File: src/rtl/fetch_stage_pkg.sv
// fetch_stage_pkg: shared widths and encodings for the instruction-fetch stage.
//   FS_TO_DS_BUS_WD : width of {inst, pc} handed to decode
//   BR_BUS_WD       : width of {br_taken, br_target} coming back from decode
//   SRAM_SIZE_WORD  : size code for a 32-bit access on the instruction bus
//   out_st_e        : outstanding-request state (IDLE / WAIT)
package fetch_stage_pkg;

  localparam int FS_TO_DS_BUS_WD = 64;
  localparam int BR_BUS_WD       = 33;

  localparam logic [1:0] SRAM_SIZE_WORD = 2'd2;

  typedef enum logic {
    OUT_IDLE = 1'b0,
    OUT_WAIT = 1'b1
  } out_st_e;

endpackage

File: src/rtl/fetch_stage_if.sv
// fetch_stage_if: SRAM-like instruction bus between the fetch stage and memory.
//   master (fetch side) : drives req/wr/size/wstrb/addr/wdata, receives addr_ok/data_ok/rdata
//   slave  (memory side): the reverse
interface fetch_stage_if;

  logic        inst_sram_req;
  logic        inst_sram_wr;
  logic [1:0]  inst_sram_size;
  logic [3:0]  inst_sram_wstrb;
  logic [31:0] inst_sram_addr;
  logic [31:0] inst_sram_wdata;
  logic        inst_sram_addr_ok;
  logic        inst_sram_data_ok;
  logic [31:0] inst_sram_rdata;

  modport master (
    output inst_sram_req, inst_sram_wr, inst_sram_size, inst_sram_wstrb,
           inst_sram_addr, inst_sram_wdata,
    input  inst_sram_addr_ok, inst_sram_data_ok, inst_sram_rdata
  );

  modport slave (
    input  inst_sram_req, inst_sram_wr, inst_sram_size, inst_sram_wstrb,
           inst_sram_addr, inst_sram_wdata,
    output inst_sram_addr_ok, inst_sram_data_ok, inst_sram_rdata
  );

endinterface

File: src/rtl/fetch_stage.sv
// fetch_stage: instruction-fetch stage feeding decode.
//   clk            : clock, rising edge
//   reset          : asynchronous, active-low
//   ds_allowin     : decode can take an instruction this cycle
//   br_bus         : {br_taken, br_target} from decode
//   fs_to_ds_valid : fs_to_ds_bus holds a correct-path instruction
//   fs_to_ds_bus   : {inst, pc}
//   inst_sram      : instruction bus (master side), one request outstanding at most
//   debug_if_pc    : PC of the buffered instruction
module fetch_stage
  import fetch_stage_pkg::*;
#(
  parameter logic [31:0] RESET_PC = 32'h1c000000
) (
  input  logic                       clk,
  input  logic                       reset,
  input  logic                       ds_allowin,
  input  logic [BR_BUS_WD-1:0]       br_bus,
  output logic                       fs_to_ds_valid,
  output logic [FS_TO_DS_BUS_WD-1:0] fs_to_ds_bus,
  fetch_stage_if.master              inst_sram,
  output logic [31:0]                debug_if_pc
);

  logic        br_taken;
  logic [31:0] br_target;
  assign {br_taken, br_target} = br_bus;

  logic [31:0] nxt_pc_q,    nxt_pc_d;
  logic        br_pend_q,   br_pend_d;
  logic [31:0] br_target_q, br_target_d;
  out_st_e     out_st_q,    out_st_d;
  logic        cancel_q,    cancel_d;
  logic [31:0] req_pc_q,    req_pc_d;
  logic        fs_valid_q,  fs_valid_d;
  logic [31:0] fs_inst_q,   fs_inst_d;
  logic [31:0] fs_pc_q,     fs_pc_d;

  logic        can_issue;
  logic [31:0] fetch_addr;
  logic        req_fire;
  logic        handoff;

  // A pending redirect takes priority over the sequential PC.
  assign fetch_addr = br_pend_q ? br_target_q : nxt_pc_q;

  // Issue only when nothing is outstanding, no redirect is arriving, and the
  // buffer is empty or draining this cycle, so the reply can always land.
  assign can_issue = (out_st_q == OUT_IDLE) && !br_taken && (!fs_valid_q || ds_allowin);

  // Request is gated by reset so nothing is presented while held in reset.
  assign inst_sram.inst_sram_req   = reset && can_issue;
  assign inst_sram.inst_sram_wr    = 1'b0;
  assign inst_sram.inst_sram_size  = SRAM_SIZE_WORD;
  assign inst_sram.inst_sram_wstrb = 4'h0;
  assign inst_sram.inst_sram_addr  = fetch_addr;
  assign inst_sram.inst_sram_wdata = 32'h0;

  assign req_fire = inst_sram.inst_sram_req && inst_sram.inst_sram_addr_ok;

  // Masking with br_taken keeps a wrong-path instruction out of decode in the
  // very cycle the branch resolves.
  assign fs_to_ds_valid = fs_valid_q && !br_taken;
  assign fs_to_ds_bus   = {fs_inst_q, fs_pc_q};
  assign debug_if_pc    = fs_pc_q;
  assign handoff        = fs_to_ds_valid && ds_allowin;

  always_comb begin
    nxt_pc_d    = nxt_pc_q;
    br_pend_d   = br_pend_q;
    br_target_d = br_target_q;
    out_st_d    = out_st_q;
    cancel_d    = cancel_q;
    req_pc_d    = req_pc_q;
    fs_valid_d  = fs_valid_q;
    fs_inst_d   = fs_inst_q;
    fs_pc_d     = fs_pc_q;

    if (req_fire) begin
      out_st_d  = OUT_WAIT;
      req_pc_d  = fetch_addr;
      nxt_pc_d  = fetch_addr + 32'd4;
      br_pend_d = 1'b0;
    end

    if (handoff) begin
      fs_valid_d = 1'b0;
    end

    if (inst_sram.inst_sram_data_ok) begin
      out_st_d = OUT_IDLE;
      if (cancel_q || br_taken) begin
        cancel_d = 1'b0;
      end else begin
        fs_valid_d = 1'b1;
        fs_inst_d  = inst_sram.inst_sram_rdata;
        fs_pc_d    = req_pc_q;
      end
    end

    // Redirect is idempotent while decode holds br_taken across stalls.
    if (br_taken) begin
      br_pend_d   = 1'b1;
      br_target_d = br_target;
      fs_valid_d  = 1'b0;
      if (out_st_q == OUT_WAIT && !inst_sram.inst_sram_data_ok) begin
        cancel_d = 1'b1;
      end
    end
  end

  always_ff @(posedge clk or negedge reset) begin
    if (!reset) begin
      nxt_pc_q    <= RESET_PC;
      br_pend_q   <= 1'b0;
      br_target_q <= 32'h0;
      out_st_q    <= OUT_IDLE;
      cancel_q    <= 1'b0;
      req_pc_q    <= 32'h0;
      fs_valid_q  <= 1'b0;
      fs_inst_q   <= 32'h0;
      fs_pc_q     <= 32'h0;
    end else begin
      nxt_pc_q    <= nxt_pc_d;
      br_pend_q   <= br_pend_d;
      br_target_q <= br_target_d;
      out_st_q    <= out_st_d;
      cancel_q    <= cancel_d;
      req_pc_q    <= req_pc_d;
      fs_valid_q  <= fs_valid_d;
      fs_inst_q   <= fs_inst_d;
      fs_pc_q     <= fs_pc_d;
    end
  end

endmodule

File: src/flat_wrapper.sv
// flat-port wrapper written by rule: the top's interface ports become plain ports
module fetch_stage_flat import fetch_stage_pkg::*;
#(
  parameter logic [31:0] RESET_PC = 32'h1c000000
)
  (clk, reset, ds_allowin, br_bus, fs_to_ds_valid, fs_to_ds_bus, debug_if_pc, inst_sram_inst_sram_req, inst_sram_inst_sram_wr, inst_sram_inst_sram_size, inst_sram_inst_sram_wstrb, inst_sram_inst_sram_addr, inst_sram_inst_sram_wdata, inst_sram_inst_sram_addr_ok, inst_sram_inst_sram_data_ok, inst_sram_inst_sram_rdata);
  fetch_stage_if inst_sram_i ();
  input  logic clk;
  input  logic reset;
  input  logic ds_allowin;
  input  logic [BR_BUS_WD-1:0] br_bus;
  output logic fs_to_ds_valid;
  output logic [FS_TO_DS_BUS_WD-1:0] fs_to_ds_bus;
  output logic [31:0] debug_if_pc;
  output wire logic [$bits(inst_sram_i.inst_sram_req)-1:0] inst_sram_inst_sram_req;
  output wire logic [$bits(inst_sram_i.inst_sram_wr)-1:0] inst_sram_inst_sram_wr;
  output wire logic [$bits(inst_sram_i.inst_sram_size)-1:0] inst_sram_inst_sram_size;
  output wire logic [$bits(inst_sram_i.inst_sram_wstrb)-1:0] inst_sram_inst_sram_wstrb;
  output wire logic [$bits(inst_sram_i.inst_sram_addr)-1:0] inst_sram_inst_sram_addr;
  output wire logic [$bits(inst_sram_i.inst_sram_wdata)-1:0] inst_sram_inst_sram_wdata;
  input wire logic [$bits(inst_sram_i.inst_sram_addr_ok)-1:0] inst_sram_inst_sram_addr_ok;
  input wire logic [$bits(inst_sram_i.inst_sram_data_ok)-1:0] inst_sram_inst_sram_data_ok;
  input wire logic [$bits(inst_sram_i.inst_sram_rdata)-1:0] inst_sram_inst_sram_rdata;
  assign inst_sram_inst_sram_req = inst_sram_i.inst_sram_req;
  assign inst_sram_inst_sram_wr = inst_sram_i.inst_sram_wr;
  assign inst_sram_inst_sram_size = inst_sram_i.inst_sram_size;
  assign inst_sram_inst_sram_wstrb = inst_sram_i.inst_sram_wstrb;
  assign inst_sram_inst_sram_addr = inst_sram_i.inst_sram_addr;
  assign inst_sram_inst_sram_wdata = inst_sram_i.inst_sram_wdata;
  assign inst_sram_i.inst_sram_addr_ok = inst_sram_inst_sram_addr_ok;
  assign inst_sram_i.inst_sram_data_ok = inst_sram_inst_sram_data_ok;
  assign inst_sram_i.inst_sram_rdata = inst_sram_inst_sram_rdata;
  fetch_stage #(.RESET_PC(RESET_PC)) u_core (.clk(clk), .reset(reset), .ds_allowin(ds_allowin), .br_bus(br_bus), .fs_to_ds_valid(fs_to_ds_valid), .fs_to_ds_bus(fs_to_ds_bus), .inst_sram(inst_sram_i), .debug_if_pc(debug_if_pc));
endmodule
File: config.mk
export PLATFORM = sky130hd
export DESIGN_NAME = fetch_stage_flat
export DESIGN_NICKNAME = d
export VERILOG_FILES = /design/src/rtl/fetch_stage_pkg.sv /design/src/rtl/fetch_stage_if.sv /design/src/rtl/fetch_stage.sv /design/src/flat_wrapper.sv
export SDC_FILE = /design/constraint.sdc
export NUM_CORES = 1
export LEC_CHECK = 0
export CORE_ASPECT_RATIO = 0.75
export CORE_MARGIN = 2
export CORE_UTILIZATION = 49
export CTS_BUF_LIST = sky130_fd_sc_hd__clkbuf_8
export DETAILED_ROUTE_END_ITERATION = 10
export PLACE_DENSITY = 0.88
export SLEW_MARGIN = 10
export SYNTH_ARGS = -nofsm -noshare
export SYNTH_HDL_FRONTEND = slang
export SYNTH_SLANG_ARGS = --single-unit
File: constraint.sdc
create_clock -name clk -period 3 [get_ports clk]
set_clock_uncertainty 0.05 [all_clocks]
set_input_delay 0.75 -clock clk [delete_from_list [all_inputs] [get_ports clk]]
set_output_delay 0.75 -clock clk [all_outputs]
set_load 0.05 [all_outputs]
==> results of run 1 <==
power by group through the flow:
stage          clock, mW  sequential (mW)  combinational (mW)
6_report            1.51             3.09                3.61
5_1_grt             1.66             3.16                3.79
4_1_cts             1.56             3.09                3.63
3_5_place_dp           0             3.13                3.64
3_3_place_gp           0             3.10                3.58
2_1_floorplan          0             3.80                1.95
path summary, 6_finish.rpt:
path	from	to	slack, ps
worst max register to register	u_core.br_pend_q$_DFFE_PN0P_	u_core.nxt_pc_q[26]$_DFFE_PN1P_	540
worst min register to register	u_core.req_pc_q[30]$_DFFE_PN0P_	u_core.req_pc_q[30]$_DFFE_PN0P_	420
min in group asynchronous	reset	u_core.fs_inst_q[26]$_DFFE_PN0P_	600
worst max-delay path	u_core.br_pend_q$_DFFE_PN0P_	inst_sram_inst_sram_addr[29]	130
max in group asynchronous	reset	u_core.nxt_pc_q[7]$_DFFE_PN0P_	940
worst min-delay path	u_core.req_pc_q[30]$_DFFE_PN0P_	u_core.req_pc_q[30]$_DFFE_PN0P_	420
cell usage after synthesis, types with 2 or more instances:
cell type	count	area [µm²]
nor2b_1	2	12.5
nand4_4	2	42.5
nand2_1	73	274
nand4b_4	2	47.6
nor2_1	16	60.1
a22oi_4	2	42.5
a221oi_1	4	35.0
buf_4	71	533
and2_1	2	12.5
clkbuf_1	13	48.8
a21oi_1	6	30.0
o21ai_0	33	165
mux2i_1	17	170
mux2_2	113	1270
a32o_1	2	20.0
nand4_2	4	50.1
and3_1	3	18.8
nor3_1	6	30.0
dfstp_2	3	78.8
buf_6	4	45.0
o31ai_1	2	15.0
conb_1	2	7.51
nand4b_1	3	26.3
a21o_1	12	90.1
or3_1	3	18.8
inv_1	19	71.3
nand4_1	6	37.5
buf_2	9	45.0
or4_1	5	37.5
and2_2	2	15.0
nand3_1	26	130
nand3b_1	4	30.0
xnor2_1	13	114
dfrtp_1	159	3980
xor2_1	3	26.3
buf_1	4	15.0
a22oi_1	4	30.0
metrics by stage:
step	setup WS [ps]	power (mW)	hold slack, ps	utilization
after detailed placement	225	6.77	409	0.610
after CTS	19.1	8.28	427	0.634
after global routing	9.52	8.61	452	0.635
after global placement	278	6.68	403	0.610
final	130	8.21	424	0.635
after floorplan	164	5.75	391	-
state kept, by name, summed over array words and instances, names as in the netlist:
signal              cells
u_core.nxt_pc_q        30
u_core.br_target_q     32
u_core.fs_inst_q       32
u_core.br_pend_q        1
u_core.req_pc_q        32
u_core.debug_if_pc     32
u_core.out_st_q         1
u_core.cancel_q         1
u_core.fs_valid_q       1
kinds of logic after synthesis:
logic type / Yosys count
compound gates: 70
simple gates: 171
fa+ha+maj: 1
xor+xnor: 16
other cells: 2
flops: 162
buf+inv: 122
mux: 131
critical path, stage by stage (launching register included):
cell     delay, ps
dfrtp_4        560
buf_8          330
mux2i_1        380
inv_1          140
buf_4          210
timing repair:
action	CTS	global route
hold buffers	1	0
endpoints found under the setup margin	31	10
cloned	0	0
setup buffers	0	1
gates resized for setup	14	2
endpoints found under the hold margin	2	0
final cells by class:
type	count	area (µm²)	area share
clock buffers	18	248	0.0245
repair buffers	220	2130	0.211
well taps	210	263	0.0260
clock inverters	13	123	0.0121
flip-flops and latches	162	4060	0.402
multi-input cells	428	3210	0.317
inverters	19	71.3	0.00706
per-layer routing:
metal,global-route usage,up-vias
met5,0,-
met4,0.0579,0
met3,0.0436,17
met2,0.317,131
met1,0.289,2646
li1,-,2582
==> reports/metrics.csv, run 1 <==
stage,metric,value,unit
floorplan,die_area,17200,µm²
pwr,sw_frac_of_total,0.429,
drt,drt-met1-wl,8040,µm
cells_and_area,fin_cells,1070,
sta,rsz0062_at_grt,no,
logic_synthesis,ys_ff_latch,162,
cells_and_area,syn2layout_area_growth,27.9,%
sta,period_share,0.957,
cells_and_area,diodes,0,
floorplan,dieWidth,151,µm
pwr,p_int,4.69,mW
drt,drtIter0Drc,319,
cells_and_area,final_cell_mix,"clkdlybuf4s50_1, dfrtp_1, mux2_2",
floorplan,core_region_area,15900,µm²
sta,setup_viol,0,
critical_path,cp.arrival,2070,ps
pwr,p_switching,3.52,mW
logic_synthesis,syn-cell-area,7900,µm²
global_routing,overflow,0,
sta,fin_crit,2870,ps
sta,finalHoldViolCount,0,
cts,cts_tree,yes,
sta,slew_headroom,0.460,
logic_synthesis,yosys.area_share.simple,0.121,
global_routing,track_usage,0.203,
cts,clkLatencyLatePin,440,ps
pwr,sequentialPowerShare,0.376,
drt,postRouteWirelength,17100,µm
logic_synthesis,synth_edf_count,0,
place,gp_congestion,0.832,
logic_synthesis,synth-xor-area-share,0.0177,
cells_and_area,n_fill_cell,1279,
logic_synthesis,synth_fa_ha_area_frac,0.00158,
drt,routed.top_layer,met4,
logic_synthesis,synth.distinct_cells,58,
hold_path,hold_path.class,flip-flop to flip-flop,
drt,wl_met3,745,µm
logic_synthesis,ys_seq_area_frac,0.513,
floorplan,io_pins,239,
pwr,p_per_area,812,nW/µm²
sta,worst_slew_pin_slew,809,ps
critical_path,cp-start-kind,flip-flop,
cts,cts_root_buffer,clkbuf_8,
logic_synthesis,synth_compound_area_frac,0.0613,
critical_path,path_class,flip-flop to output pin,
logic_synthesis,synth_mux_area_frac,0.184,
floorplan,placementRows,40,
pwr,cellLeakagePower,4.62,nW
run_status,status,"complete, no violations",
hold_path,hold-path-cell-count,1,
logic_synthesis,synth_top_family_by_area,multiplexers,
cts,cts_buffers,17,
place,place_hpwl,12200,µm
drt,routedWlPerCell,16.0,µm
cts,clock_sinks,162,
floorplan,die_h,114,µm
critical_path,reg2reg_depth,7,
logic_synthesis,syn_avg_cell_area,11.7,µm²
pwr,p_comb_frac,0.440,
cts,cts.clk_slew.worst_paths,80,ps
cells_and_area,mostFrequentLayoutCell,clkdlybuf4s50_1,
drt,drc_errors,0,
floorplan,initial_core_util,0.497,
logic_synthesis,synthArstFlopShare,1.00,
cells_and_area,stdcell_area,10100,µm²
global_routing,antenna_found_initial,0,
cells_and_area,drive_above_1_share,0.253,
drt,wl_met2,8150,µm
pwr,peakVddDrop,0.353,mV
drt,vias,5376,
pwr,pwr-share-clk,0.184,
cells_and_area,nets,919,
logic_synthesis,ys.flop_type,dfrtp_1,
global_routing,grt_pass1_vias,5207,
logic_synthesis,syn_inst,675,
critical_path,crit_required,2200,ps
sta,final.setup.tns,0,ps
global_routing,grt_max_degree,67,
global_routing,grt_pass1_wl,27400,µm
sta,slew_violations,0,
place,dp_cells,1037,
drt,antenna_left,0,
job,max_cap_viol_count,0,
drt,first_pass_iters,6,
cts,htreeDepth,4,
critical_path,critPathMaxFanout,41,
critical_path,endpoint_kind,output pin,
place,io_buffers,199,
place,placed_cell_area,9710,µm²
cts,ctsLongestPathBuffers,2,
drt,drt-vias-per-instance,5.02,
logic_synthesis,yosysWarnings,0,
sta,fmax,0.348,GHz
Power figures use the tool's default switching activity.
==> run 2: changes to the inputs <==
--- a/config.mk
+++ b/config.mk
@@ -11,6 +11,7 @@
 export CTS_BUF_LIST = sky130_fd_sc_hd__clkbuf_8
 export DETAILED_ROUTE_END_ITERATION = 10
 export PLACE_DENSITY = 0.88
+export RECOVER_POWER = 50
 export SLEW_MARGIN = 10
 export SYNTH_ARGS = -nofsm -noshare
 export SYNTH_HDL_FRONTEND = slang
==> run 2 against run 1 <==
  * Wire length decreased by 0.33%
  * Highest routed layer unchanged
  * First-iteration DRC count up 14%
  * Fmax rose by 0.30%
  * Largest power group unchanged
  * Die area did not move
  * Register-to-register slack about the same
==> reports/metrics.csv, run 2 (synthesis results as in run 1) <==
stage,metric,value,unit
run_status,status,"complete, no violations",
drt,drtIter0Drc,364,
cells_and_area,mostFrequentLayoutCell,clkdlybuf4s50_1,
critical_path,endpoint_kind,output pin,
cells_and_area,drive_above_1_share,0.247,
sta,setup_viol,0,
cts,cts_buffers,17,
sta,rsz0062_at_grt,no,
critical_path,reg2reg_to,u_core.nxt_pc_q[26]$_DFFE_PN1P_,
pwr,peakVddDrop,0.353,mV
cts,cts_root_buffer,clkbuf_8,
floorplan,die_h,114,µm
drt,routedWlPerCell,16.0,µm
critical_path,crit_slowest_cell,dfrtp_4,
critical_path,path_cells,buf_8 -> mux2i_1 -> inv_1 -> buf_4,
drt,postRouteWirelength,17100,µm
place,place_hpwl,12200,µm
critical_path,path_delay_family,buffers and inverters,
cells_and_area,n_fill_cell,1287,
sta,slew_violations,0,
cells_and_area,diodes,0,
critical_path,path_class,flip-flop to output pin,
pwr,cellLeakagePower,4.60,nW
critical_path,r2r-start,u_core.br_pend_q$_DFFE_PN0P_,
floorplan,dieWidth,151,µm
drt,first_pass_iters,7,
cells_and_area,fin_cells,1070,
drt,drc_errors,0,
critical_path,crit_required,2200,ps
cells_and_area,multi_input_area,3200,µm²
hold_path,hold-path-cell-count,1,
global_routing,grt_pass1_vias,5207,
sta,slew_headroom,0.384,
drt,antenna_left,0,
cts,cts_tree,yes,
global_routing,overflow,0,
cells_and_area,syn2layout_area_growth,27.4,%
global_routing,grt_max_degree,67,
cells_and_area,register_area,4060,µm²
cts,cts.clk_slew.worst_paths,80,ps
sta,fmax,0.349,GHz
pwr,power.total,8.20,mW
floorplan,die_area,17200,µm²
place,gp_congestion,0.832,
global_routing,grt_pass1_wl,27400,µm
sta,period_share,0.954,
floorplan,placementRows,40,
sta,worst_slew_pin_slew,924,ps
pwr,p_per_area,815,nW/µm²
floorplan,initial_core_util,0.497,
cts,clkLatencyLatePin,440,ps
sta,final.setup.tns,0,ps
global_routing,track_usage,0.203,
job,max_cap_viol_count,0,
place,dp_cells,1037,
floorplan,io_pins,239,
hold_path,hold_path.class,flip-flop to flip-flop,
floorplan,core_region_area,15900,µm²
critical_path,reg2reg_depth,7,
global_routing,antenna_found_initial,0,
critical_path,cp.arrival,2060,ps
critical_path,cp-start-kind,flip-flop,
cts,clock_sinks,162,
critical_path,r2r_slack,540,ps
cts,htreeDepth,4,
hold_path,min_to,u_core.req_pc_q[30]$_DFFE_PN0P_,
hold_path,hold_path_startpoint,u_core.req_pc_q[30]$_DFFE_PN0P_,
drt,vias,5390,
sta,fin_worst_hold_slack,423,ps
critical_path,crit_buf_inv,3,
critical_path,slowest_delay,570,ps
cells_and_area,final_cell_mix,"clkdlybuf4s50_1, dfrtp_1, mux2_2",
critical_path,critPathMaxFanout,41,
sta,finalHoldViolCount,0,
cells_and_area,nets,919,
sta,fin_crit,2860,ps
cts,ctsLongestPathBuffers,2,
place,io_buffers,199,
cells_and_area,stdcell_area,10100,µm²
place,placed_cell_area,9710,µm²
drt,drt-vias-per-instance,5.04,
-- run 2: what timing repair did --
item / CTS / global route
endpoints found under the hold margin: 2 / 0
resized for setup: 14 / 2
buffers inserted: 0 / 1
hold buffers: 1 / 0
setup endpoints to repair: 31 / 10
-- run 2: where the power goes --
group	leakage (nW)	total (mW)	switching (mW)	internal, mW
clock	0.194	1.51	0.766	0.742
combinational	2.44	3.61	2.35	1.25
sequential	1.97	3.09	0.399	2.69
total	4.60	8.20	3.52	4.69
-- run 2: routing by layer --
| metal | track usage | wire, µm | up-vias |
|---|---|---|---|
| met2 | 0.317 | 8200 | 128 |
| met4 | 0.0579 | 184 | 0 |
| li1 | - | - | 2587 |
| met5 | 0 | 0 | - |
| met3 | 0.0436 | 739 | 17 |
| met1 | 0.289 | 7950 | 2658 |
-- run 2: worst max path at each step --
| stage | from | endpoint | cells past startpoint |
|---|---|---|---|
| after floorplan | u_core.br_pend_q$_DFFE_PN0P_ | u_core.nxt_pc_q[30]$_DFFE_PN0P_ | 10 |
| after global placement | u_core.br_pend_q$_DFFE_PN0P_ | inst_sram_inst_sram_addr[28] | 5 |
| after detailed placement | u_core.br_pend_q$_DFFE_PN0P_ | u_core.nxt_pc_q[26]$_DFFE_PN1P_ | 7 |
| after CTS | u_core.br_pend_q$_DFFE_PN0P_ | inst_sram_inst_sram_addr[21] | 4 |
| after global routing | u_core.br_pend_q$_DFFE_PN0P_ | inst_sram_inst_sram_addr[28] | 5 |
| final | u_core.br_pend_q$_DFFE_PN0P_ | inst_sram_inst_sram_addr[29] | 4 |
-- run 2: final cells by class --
type | instances | area share
flip-flops and latches | 162 | 0.403
multi-input cells | 428 | 0.318
repair buffers | 220 | 0.209
well taps | 210 | 0.0261
clock buffers | 18 | 0.0246
clock inverters | 13 | 0.0122
inverters | 19 | 0.00709
-- run 2: metrics by stage --
stage               setup slack (ps)  utilization
finish                           138        0.632
global route                    9.52        0.632
CTS                             19.1        0.634
detailed placement               225        0.610
global placement                 278        0.610
floorplan                        164            -
==> run 3: changes to the inputs <==
--- a/config.mk
+++ b/config.mk
@@ -12,7 +12,7 @@
 export DETAILED_ROUTE_END_ITERATION = 10
 export PLACE_DENSITY = 0.88
 export RECOVER_POWER = 50
-export SLEW_MARGIN = 10
+export SLEW_MARGIN = 20
 export SYNTH_ARGS = -nofsm -noshare
 export SYNTH_HDL_FRONTEND = slang
 export SYNTH_SLANG_ARGS = --single-unit
==> results of run 3 <==
No change in the layout: final DEF, timing and power equal those of run 2.
